File: src/rtl/floating_point_pkg.sv
// Shared definitions for the lane-parallel floating-point multiplier.
//   - flag bit positions inside each lane's 3-bit flag field
//   - per-lane flag struct {invalid, overflow, underflow}
//   - special-operand class carried from S1 to S2
//   - element width / exponent bias / all-ones exponent helpers
// Optional build macro FP_MULT_RNE_EN (see floating_point_mult_lane) selects
// round-to-nearest-even; the default build rounds half-up.
package floating_point_pkg;

    localparam int FLG_UNDERFLOW = 0;
    localparam int FLG_OVERFLOW  = 1;
    localparam int FLG_INVALID   = 2;
    localparam int NUM_FLAGS     = 3;

    typedef struct packed {
        logic invalid;
        logic overflow;
        logic underflow;
    } fp_flags_t;

    // Operand-class outcome decided in S1; SPC_NONE means "normal product".
    typedef enum logic [1:0] {
        SPC_NONE = 2'd0,
        SPC_ZERO = 2'd1,
        SPC_INF  = 2'd2,
        SPC_NAN  = 2'd3
    } spc_kind_t;

    function automatic int fp_width(input int exp_w, input int frac_w);
        return 1 + exp_w + frac_w;
    endfunction

    function automatic int fp_bias(input int exp_w);
        return (1 << (exp_w - 1)) - 1;
    endfunction

    function automatic int fp_exp_max(input int exp_w);
        return (1 << exp_w) - 1;
    endfunction

endpackage

File: src/rtl/floating_point_mult_lane.sv
// One multiplier lane: purely combinational S1 and S2 logic. The pipeline
// registers between them live in the top.
//   a, b          : S0-registered operands
//   s1_*_nxt      : S1 results (sign, biased exponent incl. product carry,
//                   upper product bits, operand class) to be registered
//   s1_*          : registered S1 values feeding S2
//   res, flags    : normalised/rounded product and {invalid,overflow,underflow}
// FP_MULT_RNE_EN defined: round to nearest-even (extra sticky bit between
// stages). Undefined: round half-up on the guard bit alone.
module floating_point_mult_lane
    import floating_point_pkg::*;
#(
    parameter int EXP_WIDTH  = 8,
    parameter int FRAC_WIDTH = 23
) (
    input  logic [EXP_WIDTH+FRAC_WIDTH:0] a,
    input  logic [EXP_WIDTH+FRAC_WIDTH:0] b,
    output logic                          s1_sign_nxt,
    output logic [EXP_WIDTH+1:0]          s1_exp_nxt,
    output logic [FRAC_WIDTH+2:0]         s1_prod_nxt,
`ifdef FP_MULT_RNE_EN
    output logic                          s1_sticky_nxt,
`endif
    output logic [1:0]                    s1_kind_nxt,
    input  logic                          s1_sign,
    input  logic [EXP_WIDTH+1:0]          s1_exp,
    input  logic [FRAC_WIDTH+2:0]         s1_prod,
`ifdef FP_MULT_RNE_EN
    input  logic                          s1_sticky,
`endif
    input  logic [1:0]                    s1_kind,
    output logic [EXP_WIDTH+FRAC_WIDTH:0] res,
    output logic [2:0]                    flags
);

    localparam int EW   = EXP_WIDTH;
    localparam int FW   = FRAC_WIDTH;
    localparam int M    = FW + 1;
    localparam int EW2  = EW + 2;
    localparam int BIAS = fp_bias(EW);
    localparam logic signed [EW2-1:0] EMAX_S = EW2'(fp_exp_max(EW));
    localparam logic signed [EW2-1:0] ONE_S  = EW2'(1);

    // ---------------- S1: classify, sign, exponent, significand product
    logic [EW-1:0]  ea, eb;
    logic [FW-1:0]  fa, fb;
    logic [2*M-1:0] ma, mb;
    logic a_zero, b_zero, a_inf, b_inf, a_nan, b_nan;

    assign ea = a[FW +: EW];
    assign eb = b[FW +: EW];
    assign fa = a[FW-1:0];
    assign fb = b[FW-1:0];

    // Exponent 0 covers subnormals too: both flush to signed zero.
    assign a_zero = (ea == '0);
    assign b_zero = (eb == '0);
    assign a_inf  = (ea == '1) && (fa == '0);
    assign b_inf  = (eb == '1) && (fb == '0);
    assign a_nan  = (ea == '1) && (fa != '0);
    assign b_nan  = (eb == '1) && (fb != '0);

    assign ma = {{M{1'b0}}, 1'b1, fa};
    assign mb = {{M{1'b0}}, 1'b1, fb};

    // Only product bits [2M-1 : FW-1] cross the stage: that covers the
    // leading bit, fraction, guard and (when carry) round bit. Everything
    // below is folded into one sticky bit when nearest-even is built.
`ifdef FP_MULT_RNE_EN
    logic [2*M-1:0] prod_full;
    assign prod_full     = ma * mb;
    assign s1_prod_nxt   = prod_full[2*M-1:FW-1];
    assign s1_sticky_nxt = |prod_full[FW-2:0];
`else
    assign s1_prod_nxt   = (FW+3)'((ma * mb) >> (FW - 1));
`endif

    assign s1_sign_nxt = a[EW+FW] ^ b[EW+FW];
    assign s1_exp_nxt  = EW2'(ea) + EW2'(eb) - EW2'(BIAS) + EW2'(s1_prod_nxt[FW+2]);

    always_comb begin
        s1_kind_nxt = SPC_NONE;
        if (a_nan || b_nan || (a_inf && b_zero) || (b_inf && a_zero))
            s1_kind_nxt = SPC_NAN;
        else if (a_inf || b_inf)
            s1_kind_nxt = SPC_INF;
        else if (a_zero || b_zero)
            s1_kind_nxt = SPC_ZERO;
    end

    // ---------------- S2: normalise, round, range check, special cases
    logic                  carry;
    logic [FW-1:0]         frac;
    logic                  guard, inc;
    logic [FW:0]           mant_r;
    logic signed [EW2-1:0] e_r;

    // Product in [2,4) (carry) keeps the top bit as the hidden one;
    // otherwise everything sits one position lower.
    assign carry = s1_prod[FW+2];
    assign frac  = carry ? s1_prod[FW+1:2] : s1_prod[FW:1];
    assign guard = carry ? s1_prod[1] : s1_prod[0];

`ifdef FP_MULT_RNE_EN
    // Round bit exists in the stored slice only for the carry case.
    assign inc = guard & ((carry & s1_prod[0]) | s1_sticky | frac[0]);
`else
    assign inc = guard;
`endif

    // All-ones fraction plus increment carries out: mantissa becomes 1.0
    // (fraction bits already zero) and the exponent steps up by one.
    assign mant_r = {1'b0, frac} + (FW+1)'(inc);
    assign e_r    = $signed(s1_exp) + $signed(EW2'(mant_r[FW]));

    fp_flags_t flg;

    always_comb begin
        flg = '0;
        res = '0;
        case (spc_kind_t'(s1_kind))
            SPC_NAN: begin
                res         = {1'b0, {EW{1'b1}}, 1'b1, {(FW-1){1'b0}}};
                flg.invalid = 1'b1;
            end
            SPC_INF:  res = {s1_sign, {EW{1'b1}}, {FW{1'b0}}};
            SPC_ZERO: res = {s1_sign, {(EW+FW){1'b0}}};
            default: begin
                if (e_r >= EMAX_S) begin
                    res          = {s1_sign, {EW{1'b1}}, {FW{1'b0}}};
                    flg.overflow = 1'b1;
                end else if (e_r < ONE_S) begin
                    res           = {s1_sign, {(EW+FW){1'b0}}};
                    flg.underflow = 1'b1;
                end else begin
                    res = {s1_sign, e_r[EW-1:0], mant_r[FW-1:0]};
                end
            end
        endcase
        flags = flg;
    end

endmodule

File: src/rtl/floating_point_multiplier_lanes.sv
// LANES parallel IEEE-style multipliers behind one valid/ready handshake.
// Three register stages (S0 operands, S1 partial product, S2 result);
// latency 3 with ready_i high, one transfer per cycle. Every stage advances
// together whenever the output is empty or being taken; otherwise it all
// holds, so fp_o/flags_o/valid_o are stable under backpressure.
//   clk_i, rst_ni      : clock, async active-low reset
//   fp_a_i, fp_b_i     : LANES packed operands, lane k at [k*FP_W +: FP_W]
//   valid_i / ready_o  : input handshake
//   fp_o, flags_o      : products and per-lane {invalid,overflow,underflow}
//   valid_o / ready_i  : output handshake
// Build macro FP_MULT_RNE_EN selects round-to-nearest-even (default half-up).
module floating_point_multiplier_lanes
    import floating_point_pkg::*;
#(
    parameter int EXP_WIDTH  = 8,
    parameter int FRAC_WIDTH = 23,
    parameter int LANES      = 1
) (
    input  logic                                       clk_i,
    input  logic                                       rst_ni,
    input  logic [LANES*(1+EXP_WIDTH+FRAC_WIDTH)-1:0]  fp_a_i,
    input  logic [LANES*(1+EXP_WIDTH+FRAC_WIDTH)-1:0]  fp_b_i,
    input  logic                                       valid_i,
    output logic                                       ready_o,
    output logic [LANES*(1+EXP_WIDTH+FRAC_WIDTH)-1:0]  fp_o,
    output logic [LANES*3-1:0]                         flags_o,
    output logic                                       valid_o,
    input  logic                                       ready_i
);

    localparam int FP_W   = fp_width(EXP_WIDTH, FRAC_WIDTH);
    localparam int EW2    = EXP_WIDTH + 2;
    localparam int PW     = FRAC_WIDTH + 3;
    localparam int STAGES = 3;

    logic [STAGES:1] vld_pipe;
    logic            adv;

    logic [LANES-1:0][FP_W-1:0]      s0_a, s0_b;
    logic [LANES-1:0]                s1_sign, s1_sign_nxt;
    logic [LANES-1:0][EW2-1:0]       s1_exp, s1_exp_nxt;
    logic [LANES-1:0][PW-1:0]        s1_prod, s1_prod_nxt;
    logic [LANES-1:0][1:0]           s1_kind, s1_kind_nxt;
`ifdef FP_MULT_RNE_EN
    logic [LANES-1:0]                s1_sticky, s1_sticky_nxt;
`endif
    logic [LANES-1:0][FP_W-1:0]      res_q, res_nxt;
    logic [LANES-1:0][NUM_FLAGS-1:0] flg_q, flg_nxt;

    assign valid_o = vld_pipe[STAGES];
    assign ready_o = !vld_pipe[STAGES] || ready_i;
    assign adv     = ready_o;
    assign fp_o    = res_q;
    assign flags_o = vld_pipe[STAGES] ? flg_q : '0;

    for (genvar g = 0; g < LANES; g++) begin : g_lane
        floating_point_mult_lane #(
            .EXP_WIDTH  (EXP_WIDTH),
            .FRAC_WIDTH (FRAC_WIDTH)
        ) u_lane (
            .a             (s0_a[g]),
            .b             (s0_b[g]),
            .s1_sign_nxt   (s1_sign_nxt[g]),
            .s1_exp_nxt    (s1_exp_nxt[g]),
            .s1_prod_nxt   (s1_prod_nxt[g]),
`ifdef FP_MULT_RNE_EN
            .s1_sticky_nxt (s1_sticky_nxt[g]),
`endif
            .s1_kind_nxt   (s1_kind_nxt[g]),
            .s1_sign       (s1_sign[g]),
            .s1_exp        (s1_exp[g]),
            .s1_prod       (s1_prod[g]),
`ifdef FP_MULT_RNE_EN
            .s1_sticky     (s1_sticky[g]),
`endif
            .s1_kind       (s1_kind[g]),
            .res           (res_nxt[g]),
            .flags         (flg_nxt[g])
        );
    end

    // Bubbles shift in as zeros in vld_pipe alongside whatever data sits
    // on the inputs; that data is never observed because its valid is 0.
    always_ff @(posedge clk_i or negedge rst_ni) begin
        if (!rst_ni) begin
            vld_pipe  <= '0;
            s0_a      <= '0;
            s0_b      <= '0;
            s1_sign   <= '0;
            s1_exp    <= '0;
            s1_prod   <= '0;
            s1_kind   <= '0;
`ifdef FP_MULT_RNE_EN
            s1_sticky <= '0;
`endif
            res_q     <= '0;
            flg_q     <= '0;
        end else if (adv) begin
            vld_pipe  <= {vld_pipe[STAGES-1:1], valid_i};
            s0_a      <= fp_a_i;
            s0_b      <= fp_b_i;
            s1_sign   <= s1_sign_nxt;
            s1_exp    <= s1_exp_nxt;
            s1_prod   <= s1_prod_nxt;
            s1_kind   <= s1_kind_nxt;
`ifdef FP_MULT_RNE_EN
            s1_sticky <= s1_sticky_nxt;
`endif
            res_q     <= res_nxt;
            flg_q     <= flg_nxt;
        end
    end

endmodule
File: config.mk
export PLATFORM = sky130hd
export DESIGN_NAME = floating_point_multiplier_lanes
export DESIGN_NICKNAME = d
export VERILOG_FILES = /design/src/rtl/floating_point_pkg.sv /design/src/rtl/floating_point_mult_lane.sv /design/src/rtl/floating_point_multiplier_lanes.sv
export SDC_FILE = /design/constraint.sdc
export NUM_CORES = 2
export LEC_CHECK = 0
export BUFFER_PORTS_ARGS = -buffer_cell sky130_fd_sc_hd__buf_2
export CAP_MARGIN = 5
export CORE_MARGIN = 1
export CORE_UTILIZATION = 25
export CTS_CLUSTER_SIZE = 28
export DETAILED_ROUTE_END_ITERATION = 16
export HOLD_SLACK_MARGIN = 0.1
export PLACE_DENSITY_LB_ADDON = 0.12
export SKIP_CTS_REPAIR_TIMING = 1
export SYNTH_ARGS = -nofsm -noshare
export SYNTH_HDL_FRONTEND = slang
export SYNTH_HIERARCHICAL = 1
export SYNTH_SLANG_ARGS = --single-unit
export TNS_END_PERCENT = 1
File: constraint.sdc
create_clock -name clk_i -period 26.4 [get_ports clk_i]
set_clock_uncertainty 0.15 [all_clocks]
set_input_delay 3.96 -clock clk_i [delete_from_list [all_inputs] [get_ports clk_i]]
set_output_delay 3.96 -clock clk_i [all_outputs]
set_load 0.02 [all_outputs]
* After elaboration in Yosys (flattened, before gate mapping) *
Cells that the tools add are included.

storage, ports and cells
  register bits after elaboration = 141
  input port bits = 68
  logic and storage cells = 57
  output and inout bits = 37

cells by class
  add/subtract/negate cells = 5
  bitwise logic cells = 1
  reductions and logical operators = 20
  multiply operators = 1
  eq/ne operators = 5
  multiplexer cells = 14
  order comparisons = 2

operator list
  operator                 number
  $pmux W32 S3             1
  $mux W31                 2
  $mul A24 B24 Y48         1
  $logic_not A23 Y1        2
  $reduce_bool A23 Y1      2
  $add A23 B1 Y24          1
  $mux W23                 1
  $eq A8 B8 Y1 const B     2
  $logic_not A8 Y1         2
  $add A10 B1 Y10          1
  $add A10 B2 Y10          1
  $ge A10 B9 Y1 const B    1
  $lt A10 B2 Y1 const B    1
  $sub A10 B7 Y10 const B  1
  $add A8 B8 Y9            1
  $logic_and A1 B1 Y1      6
  $logic_or A1 B1 Y1       6
  $mux W1                  6
  $mux W2                  3
  $eq A2 B2 Y1 const B     2
  $mux W3                  1
  $reduce_or A3 Y1         1
  $eq A2 B1 Y1 const B     1
  $logic_not A1 Y1         1
  $xor A1 B1 Y1            1

* Longest topological paths before layout *
  word-level depth = 7
  mapped depth = 39
  gate-level depth less buffers = 37

* Cells and area by module *
The synthesis kept the hierarchy.

by module, submodules not included
  module                           area an instance (um^2)  times used  cells each  sequential area each (um^2)
  floating_point_mult_lane         20,183.1                 1           2,369       0.0
  floating_point_multiplier_lanes  5,565.3                  1           302         3,528.4

* Worst setup path before layout *
OpenSTA, ideal clock, no wires.

  kind = register to register
  start point = reg s0_a[7] in the netlist's numbering
  end point = reg s1_exp[8] in the netlist's numbering
  setup time = 0.125 ns
  buffers on the path = 3
  arrival = 8.671 ns
  stages on the path, launching flop included = 39
  path slack = 17.454 ns
  data required time = 26.125 ns
  clock period less this slack = 8.946 ns
  cells stage by stage = dfrtp_1 > clkbuf_1 > clkbuf_1 > nand2_1 > fa_1 > inv_1 > fa_1 > inv_1 > fa_1 > inv_1 > fa_1 > fa_1 > fa_1 > inv_1 > fa_1 > inv_1 > ha_1 > buf_2 > [3 not listed] > a2111oi_0 > a21oi_1 > o21ai_1 > nand3_1 > and3_1 > ha_1 > inv_1 > ha_1 > fa_1 > a21oi_1 > nor2_1 > nor2_1 > o21bai_1 > a21oi_1 > o21bai_1 > a21oi_1 > xnor2_1 > mux2_4

RTL lines
  item                    RTL line                                RTL
  start, declared         floating_point_multiplier_lanes.sv:39   logic [LANES-1:0][FP_W-1:0] s0_a, s0_b;
  start signal, assigned  floating_point_multiplier_lanes.sv:100  s0_a <= fp_a_i;
  end signal, assigned    floating_point_multiplier_lanes.sv:103  s1_exp <= s1_exp_nxt;
  end, declared           floating_point_multiplier_lanes.sv:41   logic [LANES-1:0][EW2-1:0] s1_exp, s1_exp_nxt;

==> reports/results.ini <==
[status]
run_status = complete, no violations

[logic_synthesis]
ys.flop_type = dfrtp_1
ys.warnings.count = 6
synth.top_cell.area_share_pct = 37.48
synth.largest_area_cell = fa_1
ys_seq_area_share_pct = 13.70
synth_edf_count = 0
netlist_area_um2 = 25750
synthArstFlopShare_pct = 100.0
syn_inst = 2671
postSynthAreaPerCell_um2 = 9.640
synth-seq-cells = 141
synthDistinctLibCells = 60
synth_fp_nets = 3410
synthTopCellsByArea = fa_1 (37%), dfrtp_1 (14%), ha_1 (9.2%), inv_1 (8.4%), and2_1 (5.3%)

[worst_setup_path]
crit_family = adder cells
crit_path_max_incr_delay_ps = 1020
arrival_ps = 10690
crit_required_ps = 26600
end_kind = flop
rr_startpoint = s0_b[0]
cp_num_buf_inv = 6
worstSetupStartpointType = flop
crit_top_cell = fa_1
cp_max_fo = 19
criticalPathCategory = reg -> reg
crit_slowest_cell = dfrtp_1
startpoint = s0_b[0]

[global_route]
grtUsageTotal_pct = 17.20
grt_pass1_wl_um = 131500
overflow = 0
grt_pass1_vias = 20589
antenna_found_initial = 2
grt_max_degree = 68

[sta]
slew_viol_final = 0
finalHoldViolCount = 0
worst_slew_pin_slew_ps = 1033
fin_crit_sh_pct = 39.75
layout_min_cycle_time_ps = 10490
final-setup-viol-count = 0
tns_ps = 0
max_freq_ghz = 0.09529
max-slew-margin-rel_pct = 31.11
rsz0062_at_grt = false

[placement]
port_buffers = 104
place_hpwl_um = 66240
gp_congestion = 0.8535

[cells_and_area]
multiInputGateArea_um2 = 19520
fillerInstances = 10985
drive_gt1_share_pct = 12.51
fin_nets = 3462
seq_area_um2 = 3532
area_growth_pct = 10.27
fin_util_pct = 27.87

[detailed_routing]
first_pass_iters = 5
wirelength_um = 85650
vias = 18228
avgViaCountPerCell = 4.440
wl_per_cell_um = 20.87
first_iter_violations = 950
drcViolationCount = 0
antenna_left = 0

[clock_tree]
clk_pin_slew_ps = 60
cts_max_path_buffers = 2
cts_root_buf = clkbuf_16
clock_latency_ps = 460
cts_tree = built
cts_buffers = 17
htree_levels = 4
cts_num_sinks = 141

[floorplanning]
start_util_pct = 25.27
die_w_um = 322.9
die_y_um = 322.9
die_area_um2 = 104300
core_region_area_um2 = 101900
rows = 117
ioPinCount = 105

[hold_path]
hold_path_class = reg -> reg
hold_path.startpoint = vld_pipe[2]

[run]
maxCapViolCount = 0

[cells in the mapped netlist (all sizes together), types with 3 or more instances]
| cell type | n |
|---|---|
| ha | 189 |
| or2 | 4 |
| nand3 | 35 |
| a31oi | 7 |
| mux2 | 145 |
| nand4 | 18 |
| and3 | 11 |
| inv | 576 |
| nor4 | 16 |
| o2111ai | 4 |
| nor2 | 95 |
| nand2 | 330 |
| xor2 | 29 |
| mux2i | 6 |
| nand2b | 7 |
| a2111oi | 3 |
| xnor2 | 48 |
| a311oi | 3 |
| or3 | 3 |
| and2 | 219 |
| dfrtp | 141 |
| o21ai | 26 |
| a211oi | 16 |
| o21bai | 9 |
| a21oi | 53 |
| a21o | 27 |
| buf | 25 |
| o21a | 4 |
| nor3 | 10 |
| clkbuf | 95 |
| fa | 482 |
| nor2b | 7 |
[flip-flops by register name, summed over array words and instances, names as in the netlist]
name and flops:
s1_sign 1, s0_b 32, fp_o 32, s1_exp 10, s1_prod 26, s1_kind 2, flg_q 3, s0_a 32
vld_pipe 3
[kinds of logic (layout without fill, tap and decap cells)]
| group | Yosys count | count (layout) | share of synthesized area, % |
|---|---|---|---|
| AO/OA/AOI/OAI | 169 | 169 | 4.266 |
| XOR/XNOR | 77 | 77 | 2.619 |
| multiplexers | 151 | 151 | 7.726 |
| buffers and inverters | 698 | 761 | 10.53 |
| other | 0 | 3 | 0 |
| flip-flops | 141 | 141 | 13.70 |
| AND/OR/NAND/NOR | 764 | 764 | 14.50 |
| adder cells (fa/ha/maj) | 671 | 671 | 46.66 |
[stage by stage]
step	hold WS (ps)	area (um^2)	std cells	setup slack, ps
4_1_cts	332.9	28380	4102	15900
5_1_grt	348.3	28380	4102	15280
6_report	323.2	28390	4105	15910
2_1_floorplan	280.5	25750	2671	17450
3_5_place_dp	318.0	27820	4072	15900
3_3_place_gp	288.5	27820	4072	15960
[final cells by class]
| cell class | instances | area share [%] |
|---|---|---|
| Inverter | 578 | 7.641 |
| Sequential cell | 141 | 12.44 |
| Clock inverter | 7 | 0.1851 |
| Multi-Input combinational cell | 1832 | 68.74 |
| Tap cell | 1368 | 6.029 |
| Antenna cell | 3 | 0.02644 |
| Timing Repair Buffer | 153 | 3.151 |
| Clock buffer | 23 | 1.789 |
[path summary, 6_finish.rpt]
check                               to  slack, ps  depth (start not counted)
max                          s1_exp[8]      15910                         35
min                        vld_pipe[3]        320                          1
max reg2reg                  s1_exp[8]      15910                         35
min reg2reg                vld_pipe[3]        320                          1
max in group asynchronous  s1_prod[25]      21490                          2
min in group asynchronous    s1_exp[5]       3300                          1
[metal layers]
layer / vias up / track usage (%) / part of all wire, %
met3: 85 / 1.647 / 3.1
met2: 347 / 29.58 / 49
li1: 8196 / - / -
met1: 9600 / 22.55 / 45
met4: 0 / 5.656 / 2.8
met5: - / 0 / 0
[cells in the final DEF, fill, tap and decap left out, types with 15 or more instances in the layout]
cell type,n
fa_1,482
a21oi_1,53
nor2_1,95
o21ai_0,25
buf_4,49
nand2_1,330
nor4_1,15
xnor2_1,48
buf_2,103
a211oi_1,16
clkbuf_16,17
ha_1,189
mux2_4,79
a21o_1,27
xor2_1,29
dfrtp_1,138
inv_1,576
and2_1,219
nand3_1,35
mux2_2,66
nand4_1,17
Power is not shown: default switching activity piles up to over one toggle a cycle in this logic, so the estimate is an artifact.
